File: src/rtl/sram_arbiter_pkg.sv
// rtl/sram_arbiter_pkg.sv - shared types and constants for the runtime SRAM arbiter
package sram_arbiter_pkg;

    typedef enum logic {
        ARB_IDLE,
        ARB_ACCESS
    } arb_state_t;

    localparam int REQ_BOOT    = 0;
    localparam int REQ_JTAG    = 1;
    localparam int REQ_CORE    = 2;
    localparam int SRAM_ADDR_W = 16;
    localparam int SRAM_DATA_W = 16;

endpackage

File: src/rtl/sram_arbiter_rr_picker.sv
// rtl/sram_arbiter_rr_picker.sv - combinational round-robin winner search
module rr_picker #(
    parameter int NUM_REQ = 3,
    parameter int PTR_W   = 2
) (
    input  logic [NUM_REQ-1:0] eligible,
    input  logic [PTR_W-1:0]   rr_ptr,
    output logic [NUM_REQ-1:0] winner,
    output logic [PTR_W-1:0]   win_idx,
    output logic               found
);

    // Scan from the farthest slot back to rr_ptr+1 so the nearest eligible index is written last.
    always_comb begin
        winner  = '0;
        win_idx = '0;
        found   = 1'b0;
        for (int i = NUM_REQ; i >= 1; i--) begin
            if (eligible[(int'(rr_ptr) + i) % NUM_REQ]) begin
                winner = '0;
                winner[(int'(rr_ptr) + i) % NUM_REQ] = 1'b1;
                win_idx = PTR_W'((int'(rr_ptr) + i) % NUM_REQ);
                found   = 1'b1;
            end
        end
    end

endmodule

File: src/rtl/sram_arbiter.sv
// rtl/sram_arbiter.sv - round-robin arbiter with burst lock for the shared runtime SRAM
module sram_arbiter
    import sram_arbiter_pkg::*;
#(
    parameter int NUM_REQ = 3,
    parameter int ADDR_W  = SRAM_ADDR_W,
    parameter int DATA_W  = SRAM_DATA_W
) (
    input  logic                      i_sysClk,
    input  logic                      i_sysRstn,
    input  logic [NUM_REQ-1:0]        i_reqValid,
    input  logic [NUM_REQ-1:0]        i_reqWr,
    input  logic [NUM_REQ-1:0]        i_reqLock,
    input  logic [NUM_REQ*ADDR_W-1:0] i_reqAddr,
    input  logic [NUM_REQ*DATA_W-1:0] i_reqData,
    input  logic                      i_arbHold,
    output logic [NUM_REQ-1:0]        o_reqGrant,
    output logic [NUM_REQ-1:0]        o_reqDone,
    output logic [DATA_W-1:0]         o_rdData,
    output logic [ADDR_W-1:0]         o_memAddr,
    output logic                      o_memWr,
    output logic                      o_memEn,
    output logic [DATA_W-1:0]         o_memDataOut,
    output logic                      o_memDataOe,
    input  logic [DATA_W-1:0]         i_memData
);

    localparam int PTR_W = (NUM_REQ > 1) ? $clog2(NUM_REQ) : 1;

    arb_state_t         state;
    logic [PTR_W-1:0]   rr_ptr;
    logic [PTR_W-1:0]   lock_idx;
    logic               lock_vld;
    logic               owner_locked;
    logic [NUM_REQ-1:0] eligible;
    logic [NUM_REQ-1:0] winner;
    logic [PTR_W-1:0]   win_idx;
    logic               found;

    assign owner_locked = lock_vld && i_reqLock[lock_idx];

    // A locked owner shuts everyone else out, even while its own valid is low.
    always_comb begin
        eligible = i_reqValid;
        if (owner_locked) begin
            eligible           = '0;
            eligible[lock_idx] = i_reqValid[lock_idx];
        end
    end

    rr_picker #(
        .NUM_REQ (NUM_REQ),
        .PTR_W   (PTR_W)
    ) u_picker (
        .eligible (eligible),
        .rr_ptr   (rr_ptr),
        .winner   (winner),
        .win_idx  (win_idx),
        .found    (found)
    );

    // rr_ptr always equals the owner of the access in flight, so it doubles as the done index.
    always_ff @(posedge i_sysClk or negedge i_sysRstn) begin
        if (!i_sysRstn) begin
            state        <= ARB_IDLE;
            rr_ptr       <= PTR_W'(NUM_REQ - 1);
            lock_idx     <= '0;
            lock_vld     <= 1'b0;
            o_reqGrant   <= '0;
            o_reqDone    <= '0;
            o_rdData     <= '0;
            o_memAddr    <= '0;
            o_memWr      <= 1'b0;
            o_memEn      <= 1'b0;
            o_memDataOut <= '0;
            o_memDataOe  <= 1'b0;
        end else begin
            o_reqGrant <= '0;
            o_reqDone  <= '0;
            case (state)
                ARB_IDLE: begin
                    if (lock_vld && !i_reqLock[lock_idx]) begin
                        lock_vld <= 1'b0;
                    end
                    if (!i_arbHold && found) begin
                        state        <= ARB_ACCESS;
                        rr_ptr       <= win_idx;
                        lock_idx     <= win_idx;
                        lock_vld     <= i_reqLock[win_idx];
                        o_reqGrant   <= winner;
                        o_memAddr    <= i_reqAddr[int'(win_idx)*ADDR_W +: ADDR_W];
                        o_memEn      <= 1'b1;
                        o_memWr      <= i_reqWr[win_idx];
                        o_memDataOut <= i_reqData[int'(win_idx)*DATA_W +: DATA_W];
                        o_memDataOe  <= i_reqWr[win_idx];
                    end else begin
                        o_memEn      <= 1'b0;
                        o_memWr      <= 1'b0;
                        o_memDataOut <= '0;
                        o_memDataOe  <= 1'b0;
                    end
                end
                ARB_ACCESS: begin
                    if (!o_memWr) begin
                        o_rdData <= i_memData;
                    end
                    o_reqDone[rr_ptr] <= 1'b1;
                    o_memEn           <= 1'b0;
                    o_memWr           <= 1'b0;
                    o_memDataOut      <= '0;
                    o_memDataOe       <= 1'b0;
                    state             <= ARB_IDLE;
                end
                default: state <= ARB_IDLE;
            endcase
        end
    end

endmodule

File: config.mk
export PLATFORM = sky130hd
export DESIGN_NAME = sram_arbiter
export DESIGN_NICKNAME = d
export VERILOG_FILES = /design/src/rtl/sram_arbiter_pkg.sv /design/src/rtl/sram_arbiter_rr_picker.sv /design/src/rtl/sram_arbiter.sv
export SDC_FILE = /design/constraint.sdc
export NUM_CORES = 1
export LEC_CHECK = 0
export CAP_MARGIN = 10
export CORE_AREA = 2 2 91 93
export DETAILED_ROUTE_END_ITERATION = 6
export DIE_AREA = 0 0 93 95
export PLACE_DENSITY = 0.85
export SLEW_MARGIN = 10
export SYNTH_ARGS = -nofsm -noshare
export SYNTH_HDL_FRONTEND = slang
export SYNTH_HIERARCHICAL = 1
export SYNTH_SLANG_ARGS = --single-unit
File: constraint.sdc
create_clock -name i_sysClk -period 4.4 [get_ports i_sysClk]
set_input_delay 0.44 -clock i_sysClk [delete_from_list [all_inputs] [get_ports i_sysClk]]
set_output_delay 0.44 -clock i_sysClk [all_outputs]
set_load 0.05 [all_outputs]
# [After elaboration in Yosys (flattened, before gate mapping)]
# Index checks and enable logic that the tools add are counted.
[op_classes] n_addsub=3 reduce_logical=14 n_bitwise=3 n_shift=2 magnitude_cmp=11 div=3 muxes=48
[op_table] operator="$ge A32 B1 Y1 const B" n=3
[op_table] operator="$lt A32 B4 Y1 const B" n=3
[op_table] operator="$mod A32 B3 Y32 const B" n=3
[op_table] operator="$shiftx A48 B7 Y16" n=2
[op_table] operator="$pmux W16 S2" n=1
[op_table] operator="$mux W1" n=22
[op_table] operator="$mux W3" n=7
[op_table] operator="$mux W16" n=1
[op_table] operator="$bmux W1 S2" n=7
[op_table] operator="$demux W1 S2" n=5
[op_table] operator="$lt A2 B3 Y1 const B" n=3
[op_table] operator="$logic_and A1 B1 Y1" n=8
[op_table] operator="$add A2 B2 Y3 const B" n=2
[op_table] operator="$mux W2" n=3
[op_table] operator="$reduce_and A2 Y1" n=3
[op_table] operator="$ge A2 B1 Y1 const B" n=2
[op_table] operator="$pmux W1 S2" n=2
[op_table] operator="$add A2 B1 Y3 const B" n=1
[op_table] operator="$and A3 B3 Y3" n=1
[op_table] operator="$logic_not A1 Y1" n=2
[op_table] operator="$not A1 Y1" n=2
[op_table] operator="$reduce_bool A2 Y1" n=1
[word_totals] out_inout_bits=57 wordCells=94 register_bits=61

# [Longest topological paths before layout]
# Gate-level depths: netlist of the first run.
[logic_depth] ltp_word=16 mapped_depth=14 depth_no_buf=10

# [Cells and area by module]
# The synthesis of the first run kept the hierarchy.
[modules_own_cells] module="sram_arbiter" seq_area_each_um2=1502.7 cells_each=262 area_per_inst_um2=2955.3 n_inst=1
[modules_own_cells] module="rr_picker" seq_area_each_um2=0.0 cells_each=36 area_per_inst_um2=256.5 n_inst=1

# [Worst setup path after synthesis of the first run]
# Ideal clock, no wire load.
[synth_path] path_kind="reg2reg" from="register rr_ptr[0]" to="register lock_vld" setup_slack_ns=1.605 required_time_ns=4.279 path_buffers=3 path_stages_with_launch=12 arrival_ns=2.674 setup_time_ns=0.121 path_cell_list="dfrtp_1 -> buf_2 -> o31a_1 -> mux2i_1 -> mux2i_1 -> or4b_1 -> o211ai_1 -> buf_6 -> buf_4 -> mux2i_1 -> o2bb2ai_1 -> a22o_1"
[synth_via] elab_chain_len=11 word_cells_on_any_way=27 cone_classes="add/sub: 3; div: 3; mux: 18; reduce/logical: 3"
[synth_rtl] item="start, declared" line_no="sram_arbiter.sv:31" source="logic [PTR_W-1:0] rr_ptr;"
[synth_rtl] item="start signal, assigned" line_no="sram_arbiter.sv:66" source="rr_ptr <= PTR_W'(NUM_REQ - 1);"
[synth_rtl] item="start signal, assigned" line_no="sram_arbiter.sv:87" source="rr_ptr <= win_idx;"
[synth_rtl] item="$add A2 B2 Y3" line_no="sram_arbiter_rr_picker.sv:19, sram_arbiter_rr_picker.sv:22"
[synth_rtl] item="$mod A32 B3 Y32" line_no="sram_arbiter_rr_picker.sv:19, sram_arbiter_rr_picker.sv:22"
[synth_rtl] item="$bmux W1 S2" line_no="sram_arbiter_rr_picker.sv:19" source="if (eligible[(int'(rr_ptr) + i) % NUM_REQ]) begin"
[synth_rtl] item="$mux W1 (implied by the code) (2 in series)" line_no="sram_arbiter_rr_picker.sv:19"
[synth_rtl] item="$mux W2 (2 in series)" line_no="sram_arbiter_rr_picker.sv:19"
[synth_rtl] item="$mux W2 (*)" line_no="sram_arbiter_rr_picker.sv:19"
[synth_rtl] item="named net win_idx[0]" line_no="sram_arbiter.sv:37" source="logic [PTR_W-1:0] win_idx;"
[synth_rtl] item="$bmux W1 S2 (*)" line_no="sram_arbiter.sv:89" source="lock_vld <= i_reqLock[win_idx];"
[synth_rtl] item="$mux W1 (implied by the code) (*)" line_no="sram_arbiter.sv:89"
[synth_rtl] item="$mux W1 (*)" line_no="sram_arbiter.sv:85" source="if (!i_arbHold && found) begin"
[synth_rtl] item="end signal, assigned" line_no="sram_arbiter.sv:89"
[synth_rtl] item="end, declared" line_no="sram_arbiter.sv:33" source="logic lock_vld;"
# Mark *: on every way through the listed nets, which the timed path passes. The rest lies on a longest branch. The select of a mux whose other input is x is not followed.
# A chain may end at the register's enable or synchronous reset.

# [Worst setup path after layout of the first run]
[layout_path] from="register rr_ptr[0]" to="register o_memDataOut[15]"
[layout_via] elab_chain_len=11 word_cells_on_any_way=25 cone_classes="add/sub: 3; div: 3; shift: 1; mux: 17; reduce/logical: 1"
[layout_rtl] item="$add A2 B2 Y3" line_no="sram_arbiter_rr_picker.sv:19, sram_arbiter_rr_picker.sv:22"
[layout_rtl] item="$mod A32 B3 Y32" line_no="sram_arbiter_rr_picker.sv:19, sram_arbiter_rr_picker.sv:22"
[layout_rtl] item="$bmux W1 S2" line_no="sram_arbiter_rr_picker.sv:19"
[layout_rtl] item="$mux W1 (implied by the code) (2 in series)" line_no="sram_arbiter_rr_picker.sv:19"
[layout_rtl] item="$mux W2 (2 in series)" line_no="sram_arbiter_rr_picker.sv:19"
[layout_rtl] item="$mux W2 (*)" line_no="sram_arbiter_rr_picker.sv:19"
[layout_rtl] item="named net win_idx[0]" line_no="sram_arbiter.sv:37"
[layout_rtl] item="$shiftx A48 B7 Y16 (*)" line_no="sram_arbiter.sv:94" source="o_memDataOut <= i_reqData[int'(win_idx)*DATA_W +: DATA_W];"
[layout_rtl] item="$mux W16 (*)" line_no="sram_arbiter.sv:85"
[layout_rtl] item="$pmux W16 S2 (*)" line_no="sram_arbiter.sv:80" source="case (state)"
[layout_rtl] item="end signal, assigned" line_no="sram_arbiter.sv:94"
[layout_rtl] item="end, declared" line_no="sram_arbiter.sv:23" source="output logic [DATA_W-1:0] o_memDataOut,"
# Marks and branches as above.

==> flow_summary.yaml, run 1 <==
cells_and_area:
  layout_common_cells: "clkdlybuf4s50_1, dfrtp_1, nand2_1"
  multi_input_area_mm2: 0.00152
  post-route-util_pct: 66.4
  diodes: 0
  syn_to_final_growth_pct: 63.8
  ff_latch_area_mm2: 0.00150
  final_common_cell: "clkdlybuf4s50_1"
  finalNetCount: 601
  n_fill_cell: 657
  layout-drive-gt1-share_pct: 13.0
run_status:
  status: "finished clean"
synth:
  synth_cell_types: 41
  synth_edf_count: 0
  synth.largest_area_cell: "dfrtp_1"
  synthArstFlopShare_pct: 100
  synthCells: 298
  avgSynthCellArea_um2: 10.8
  syn_area_mm2: 0.00321
  synth.net_count: 426
  synth.yosys.warnings: 6
  yosys_register_bits: 60
  ys.flop_type: "dfrtp_1"
  synth_top_area_share_pct: 46.0
  synthTopCellsByArea: "dfrtp_1, mux2i_1, mux2_2"
  yosysSeqAreaShare_pct: 46.8
clock_tree:
  post_cts_buffers: 0
  clock_latency_ns: 0.34
  ctsRootBufferMaster: "clkbuf_8"
  cts_buffer_depth: 2
  numCtsBuffers: 9
  clk_pin_slew_worst_paths_ns: 0.08
  htree_levels: 3
  cts_sinks: 60
  cts_resized: 0
  cts_hold_buf: 0
  cts_tree: "built"
die:
  dieWidth_um: 93
  rows: 33
  initial_core_util_pct: 40.5
  die_h_um: 95
  io_pins: 181
  fp.dieArea_mm2: 0.00884
  core_mm2: 0.00793
setup_path:
  end_kind: "flop"
  rr_startpoint: "rr_ptr[0]"
  r2r-end: "o_memDataOut[15]"
  r2r_slack_ns: 1.14
  reg2reg_depth: 9
  critPathLaunch: "rr_ptr[0]"
  cp.required_ns: 4.64
  start_kind: "flop"
  cp_max_fo: 19
  criticalPathCategory: "reg -> reg"
  cp.arrival_ns: 3.50
grt:
  grt_pass1_vias: 3049
  antenna_found_initial: 0
  grt_pass1_wl_um: 14600
  grt_max_degree: 37
  track_usage_pct: 21.4
  overflow: 0
timing:
  post-route-min-period_ns: 3.26
  maxSlewHeadroom_pct: 45.8
  slew_violations: 0
  fin_skew_ns: 0.0123
  fmax_ghz: 0.307
  rsz0062_at_grt: "no"
  setup_tns_ns: 0
  setup_viol_count_final: 0
  tightest_slew_ns: 0.812
  hold_viol_final: 0
  period_share_pct: 74.0
detailed_routing:
  firstDrtPassIters: 4
  vias: 2910
  avgViaCountPerCell: 4.99
  drcViolationCount: 0
  ant_nets: 0
  wl_per_cell_um: 15.8
  first_iter_violations: 62
  wirelength_um: 9210
placed_design:
  gp_congestion: 0.831
  dpl.hpwl_um: 6960
  port-buffer-count: 180
power:
  design_power_total_mw: 4.13
  power.leakage_nw: 2.18
  power_density_mw_per_mm2: 785
  peakVddDrop_uv: 421
hold_path:
  hold_path.class: "in -> async"
job:
  drv_cap: 0
[state kept, by name, summed over array words and instances (netlist names)]
signal,count
lock_idx,1
lock_vld,1
o_memAddr,16
o_memDataOe,1
o_memDataOut,16
o_rdData,16
o_reqDone,3
o_reqGrant,3
rr_ptr,2
state,1
[critical path, stage by stage (launching register included)]
cell and delay (ns):
dfrtp_1 0.59, inv_1 0.12, ha_1 0.50, mux2i_1 0.16
or4b_1 0.55, o211ai_1 0.31, buf_4 0.39, mux2i_1 0.12
or2_2 0.28, a21oi_1 0.15
[where the power goes]
| part | leakage (nW) | internal [mW] | switching [mW] |
|---|---|---|---|
| registers | 0.759 | 0.794 | 0.128 |
| logic | 1.32 | 1.05 | 1.61 |
| clock network | 0.102 | 0.319 | 0.227 |
[routing by layer]
metal,up-vias,track usage [%],share of wire (%)
li1,1399,-,-
met1,1380,23.7,38
met2,119,39.3,53
met3,12,5.75,7.7
met4,0,7.97,1.5
met5,-,0,0
[area by class of cell]
| class | instances | area share, % |
|---|---|---|
| clock buffers | 10 | 2.43 |
| multi-input cells | 209 | 28.8 |
| clock inverters | 6 | 1.69 |
| inverters | 7 | 0.737 |
| repair buffers | 186 | 35.3 |
| flip-flops and latches | 60 | 28.6 |
| well taps | 105 | 2.50 |
[stage by stage]
| stage | hold WS [ns] | instance area, µm² | cells | worst slack [ns] |
|---|---|---|---|---|
| CTS | 0.143 | 5260 | 583 | 1.14 |
| global placement | 0.459 | 5040 | 567 | 0.968 |
| floorplan | 0.144 | 3210 | 298 | 1.61 |
| global route | 0.175 | 5260 | 583 | 0.884 |
| finish | 0.123 | 5260 | 583 | 1.14 |
| detailed placement | 0.465 | 5040 | 567 | 0.838 |
[cells by family (layout without fill, tap and decap cells)]
family	Yosys count	after routing	share of synthesized area (%)
compound gates	67	67	14.8
fa+ha+maj	4	4	1.56
buf+inv	29	209	6.08
flops	60	60	46.8
mux	56	56	18.1
simple gates	82	82	12.7
[how the worst max path moves through the flow]
stage	endpoint	slack, ns
final	o_memDataOut[15]	1.14
after global placement	o_memAddr[10]	0.97
after detailed placement	o_memAddr[10]	0.84
after CTS	o_memDataOut[15]	1.14
after global routing	o_memDataOut[15]	0.88
after floorplan	lock_vld	1.61
[cell usage after synthesis (2+ instances only)]
| cell type | instances |
|---|---|
| nand2_1 | 46 |
| buf_6 | 6 |
| o21a_1 | 2 |
| buf_2 | 8 |
| dfrtp_1 | 59 |
| o211ai_1 | 2 |
| a21oi_1 | 20 |
| or2_1 | 11 |
| or2_2 | 6 |
| a2bb2oi_1 | 15 |
| o31a_1 | 2 |
| nor2_2 | 2 |
| o221ai_1 | 2 |
| or4b_1 | 2 |
| o21ai_1 | 5 |
| mux2i_1 | 40 |
| o22ai_1 | 2 |
| buf_4 | 5 |
| clkbuf_1 | 3 |
| nor2_1 | 2 |
| nor3_1 | 2 |
| nor3b_1 | 2 |
| mux2_2 | 16 |
| o21ai_2 | 11 |
| ha_1 | 4 |
| inv_1 | 6 |
| and2_1 | 3 |
(Power assumes the default switching activity.)
==> inputs of run 2 (changes only) <==
--- a/config.mk
+++ b/config.mk
@@ -6,10 +6,10 @@
 export NUM_CORES = 1
 export LEC_CHECK = 0
 export CAP_MARGIN = 10
-export CORE_AREA = 2 2 91 93
+export CORE_AREA = 2 2 94 96
 export DETAILED_ROUTE_END_ITERATION = 6
-export DIE_AREA = 0 0 93 95
-export PLACE_DENSITY = 0.85
+export DIE_AREA = 0 0 96 98
+export PLACE_DENSITY = 0.8
 export SLEW_MARGIN = 10
 export SYNTH_ARGS = -nofsm -noshare
 export SYNTH_HDL_FRONTEND = slang
==> constraint.sdc (replaced) <==
create_clock -name i_sysClk -period 3.4 [get_ports i_sysClk]
set_input_delay 0.34 -clock i_sysClk [delete_from_list [all_inputs] [get_ports i_sysClk]]
set_output_delay 0.34 -clock i_sysClk [all_outputs]
set_load 0.05 [all_outputs]
==> flow_summary.yaml, run 2 (synthesis results as in run 1) <==
setup_path:
  reg2reg_depth: 11
  start_kind: "input port"
  crit_buf_inv: 3
  cp_cell_sequence: "clkdlybuf4s50_1 > mux2i_1 > o31a_1 > mux2i_1 > mux2i_1 > or4b_1 > o211ai_1 > buf_4 > buf_12 > mux2i_1 > a2bb2oi_1 > o21ai_2"
  cpMaxStageDelayCell: "or4b_1"
  cp.arrival_ns: 3.49
  slowest_delay_ns: 0.56
  end_kind: "flop"
  r2r-end: "o_memAddr[14]"
  cp_max_fo: 22
  cp.required_ns: 3.61
  cpMostUsedCell: "mux2i_1"
  cp_top_family: "compound AO/OA/AOI/OAI gates"
  rr_startpoint: "lock_idx[1]"
  criticalPathCategory: "in -> reg"
  r2r_slack_ns: 0.14
timing:
  maxSlewHeadroom_pct: 46.8
  period_share_pct: 96.5
  post-route-min-period_ns: 3.28
  slew_violations: 0
  setup_viol_count_final: 0
  fin_skew_ns: 0.00866
  fmax_ghz: 0.305
  tightest_slew_ns: 0.797
  hold_viol_final: 0
  whs_ns: 0.0553
grt:
  grtUsageMet2_pct: 33.2
  grt_pass1_wl_um: 13900
  overflow: 0
  antenna_found_initial: 0
  use_met1_pct: 21.1
  use_met3_pct: 4.63
  top_usage_layer: "met2"
  grt_pass1_vias: 3017
  track_usage_pct: 18.9
  grt_max_degree: 37
detailed_routing:
  firstDrtPassIters: 4
  wirelength_um: 8760
  ant_nets: 0
  avgViaCountPerCell: 4.94
  first_iter_violations: 57
  vias: 2920
  wl_per_cell_um: 14.8
  drcViolationCount: 0
cells_and_area:
  finalNetCount: 606
  syn_to_final_growth_pct: 65.4
  final_common_cell: "clkdlybuf4s50_1"
  fin_cells: 591
  largestRegisters: "o_memAddr: 16 flops, o_memDataOut: 16 flops, o_rdData: 16 flops"
  layout-drive-gt1-share_pct: 14.3
  layout_common_cells: "clkdlybuf4s50_1, dfrtp_1, nand2_1"
  diodes: 0
placed_design:
  gp_congestion: 0.921
  dpl.hpwl_um: 6740
  port-buffer-count: 180
  dp_cells: 575
power:
  peakVddDrop_uv: 490
  power.leakage_nw: 2.22
  power_density_mw_per_mm2: 1010
die:
  io_pins: 181
  initial_core_util_pct: 37.9
  dieWidth_um: 96
  fp.dieArea_mm2: 0.00941
  rows: 34
  core_mm2: 0.00847
  die_h_um: 98
clock_tree:
  cts_tree: "built"
  clock_latency_ns: 0.33
  htree_levels: 3
  ctsRootBufferMaster: "clkbuf_8"
  clk_pin_slew_worst_paths_ns: 0.07
  cts_buffer_depth: 2
  numCtsBuffers: 9
  cts_sinks: 60
job:
  drv_cap: 0
run_status:
  status: "finished clean"
hold_path:
  hold_path.class: "in -> async"
-- run 2: cell count changes in the layout (fill, tap and decap cells not counted) --
cell        change
clkbuf_1        -1
dfrtp_1         -1
buf_4           +5
nor2b_4         +1
clkbuf_8        +4
clkinv_4        -1
bufinv_16       -1
clkinvlp_4      -1
nor2b_2         -1
dfrtp_2         +1
-- run 2: how the worst max path moves through the flow --
stage                    endpoint         start  cells past startpoint  slack [ns]
floorplan                lock_vld     rr_ptr[0]                     11        0.61
global placement    o_memAddr[14]  i_reqLock[2]                     12        0.07
detailed placement  o_memAddr[13]  i_reqLock[2]                     12       -0.10
CTS                   o_memDataOe     rr_ptr[0]                     10        0.14
global route          o_memDataOe  i_reqLock[2]                     12       -0.01
finish              o_memAddr[14]  i_reqLock[2]                     12        0.12
-- run 2: layout make-up --
cell class | count | area, µm²
timing repair buffer | 191 | 1890
clock inverter | 3 | 42.5
multi-input combinational | 209 | 1520
fill | 704 | 3150
sequential | 60 | 1500
tap | 108 | 135
inverter | 7 | 38.8
clock buffer | 13 | 179
-- run 2: metrics by stage --
step	TNS, ns	power (mW)	setup WS, ns	area (µm²)	util (%)
floorplan	0	3.69	0.605	3210	-
global placement	0	4.64	0.0684	5080	60.1
detailed placement	-1.67	4.71	-0.101	5080	60.1
CTS	0	5.41	0.145	5310	62.7
global route	-0.0120	5.69	-0.0120	5310	62.8
finish	0	5.36	0.119	5310	62.8
-- run 2: layer usage --
layer	routed length (µm)	vias to the layer above
met4	261	0
met1	3350	1355
met2	4400	129
met3	750	23
li1	-	1413
met5	0	-
-- run 2: power breakdown --
group	switching [mW]	internal, mW
registers	0.162	1.03
clock network	0.274	0.417
logic	2.08	1.40
total	2.51	2.85
-- run 2: timing repair --
item	4_1_cts	5_1_grt
hold buffers	0	0
buffers inserted	0	0
gates resized for setup	0	2
endpoints found under the setup margin	0	18
==> inputs of run 3 (changes only) <==
==> constraint.sdc (replaced) <==
create_clock -name i_sysClk -period 3.4 [get_ports i_sysClk]
set_input_delay 0.68 -clock i_sysClk [delete_from_list [all_inputs] [get_ports i_sysClk]]
set_output_delay 0.68 -clock i_sysClk [all_outputs]
set_load 0.05 [all_outputs]
==> flow_summary.yaml, run 3 (synthesis results as in run 1) <==
power:
  seq_power_share_pct: 22.2
  p_clk_share_pct: 10.8
  p_int_mw: 2.80
  p_comb_share_pct: 67.0
  power_switching_mw: 2.58
  power.leakage_nw: 2.24
  peakVddDrop_uv: 421
  p_sw_share_pct: 48.0
  power_density_mw_per_mm2: 1000
clock_tree:
  cts_hold_buf: 0
  clk_pin_slew_worst_paths_ns: 0.07
  cts_sinks: 60
  cts_buffer_depth: 2
  cts_tree: "built"
  ctsRootBufferMaster: "clkbuf_8"
  htree_levels: 3
  clock_latency_ns: 0.34
  numCtsBuffers: 9
grt:
  overflow: 0
  grt_pass1_wl_um: 14400
  track_usage_pct: 19.7
  antenna_found_initial: 0
  grt_max_degree: 47
  grt_pass1_vias: 3038
timing:
  setup_viol_count_final: 0
  period_share_pct: 96.8
  fin_skew_ns: 0.00903
  finalWorstSetupSlack_ns: 0.109
  hold_viol_final: 0
  maxSlewHeadroom_pct: 31.7
  rsz0062_at_grt: "yes"
  fmax_ghz: 0.304
  whs_ns: 0.478
  setup_tns_ns: 0
  slew_violations: 0
  post-route-min-period_ns: 3.29
  tightest_slew_ns: 1.02
cells_and_area:
  finalNetCount: 615
  multi_input_area_mm2: 0.00152
  ff_latch_area_mm2: 0.00150
  post-route-util_pct: 63.3
  largestRegisters: "o_memAddr: 16 flops, o_memDataOut: 16 flops, o_rdData: 16 flops"
  syn_to_final_growth_pct: 67.0
  n_fill_cell: 706
  layout-drive-gt1-share_pct: 15.7
  diodes: 0
  final_common_cell: "clkdlybuf4s50_1"
  layout_common_cells: "clkdlybuf4s50_1, dfrtp_1, nand2_1"
setup_path:
  cp.arrival_ns: 3.54
  end_kind: "flop"
  start_kind: "input port"
  cp_max_fo: 18
  criticalPathCategory: "in -> reg"
  r2r_slack_ns: 0.28
  cp.required_ns: 3.65
detailed_routing:
  wirelength_um: 9300
  vias: 2949
  drcViolationCount: 0
  avgViaCountPerCell: 4.92
  first_iter_violations: 67
  wl_per_cell_um: 15.5
  firstDrtPassIters: 4
  ant_nets: 0
die:
  die_h_um: 98
  dieWidth_um: 96
  fp.dieArea_mm2: 0.00941
  io_pins: 181
  core_mm2: 0.00847
  initial_core_util_pct: 37.9
  rows: 34
placed_design:
  port-buffer-count: 180
  dpl.hpwl_um: 7090
  gp_congestion: 0.907
  pre_cts_ws_ns: -0.207
run_status:
  status: "finished clean"
job:
  drv_cap: 0
hold_path:
  hold_path.class: "reg -> reg"
[run 3: cell types whose count changed in the layout (fill, tap and decap cells not counted), sizes merged]
cell,delta
bufinv,-1
buf,+9
clkinvlp,+1
clkbuf,-2
clkinv,+2
[run 3: area by class of cell]
class | count | area share, %
repair buffers | 200 | 37.0
clock inverters | 5 | 0.700
clock buffers | 11 | 2.64
flip-flops and latches | 60 | 28.0
multi-input cells | 209 | 28.4
inverters | 7 | 0.723
well taps | 108 | 2.52
[run 3: power groups by stage]
stage	logic, mW	clock network, mW	registers [mW]
finish	3.61	0.581	1.19
global route	3.83	0.634	1.23
CTS	3.62	0.599	1.20
detailed placement	3.61	0	1.21
global placement	3.55	0	1.19
floorplan	1.51	0	2.19
[run 3: repair_timing]
item                       CTS  global route
gates resized for setup      0             1
setup endpoints to repair    0            11
hold endpoints to repair     0             0
setup buffers                0             1
[run 3: metal layers]
metal  track usage, %  up-vias  part of all wire, %
li1                 -     1421                    -
met1             21.8     1392                   38
met2             35.4      121                   52
met3             4.24       15                  7.7
met4             8.79        0                  2.0
met5                0        -                    0
[run 3: critical path, cell delays in order]
cell             delay, ns
clkdlybuf4s50_1       0.52
nand2_1               0.08
o22ai_1               0.14
a21boi_0              0.15
mux2i_1               0.20
mux2i_1               0.15
or4b_1                0.54
o211ai_1              0.21
buf_4                 0.34
mux2i_1               0.11
or2_2                 0.27
a21oi_1               0.15
[run 3: per-stage QoR]
step                      total power [mW]  std cells  instance area, µm²
after floorplan                       3.69        298                3210
after global placement                4.75        583                5170
after detailed placement              4.82        583                5170
after CTS                             5.42        599                5350
after global routing                  5.70        600                5360
final                                 5.38        600                5360
[run 3: worst paths after layout]
path | end | cells after the start | from
setup / recovery | o_memDataOut[3] | 12 | i_reqLock[2]
hold reg to reg | o_memAddr[3] | 2 | o_memAddr[3]
hold / removal | o_memAddr[3] | 2 | o_memAddr[3]
setup reg to reg | o_memDataOut[3] | 9 | rr_ptr[0]
max in group asynchronous | o_memDataOut[10] | 2 | i_sysRstn
min in group asynchronous | o_memAddr[5] | 1 | i_sysRstn
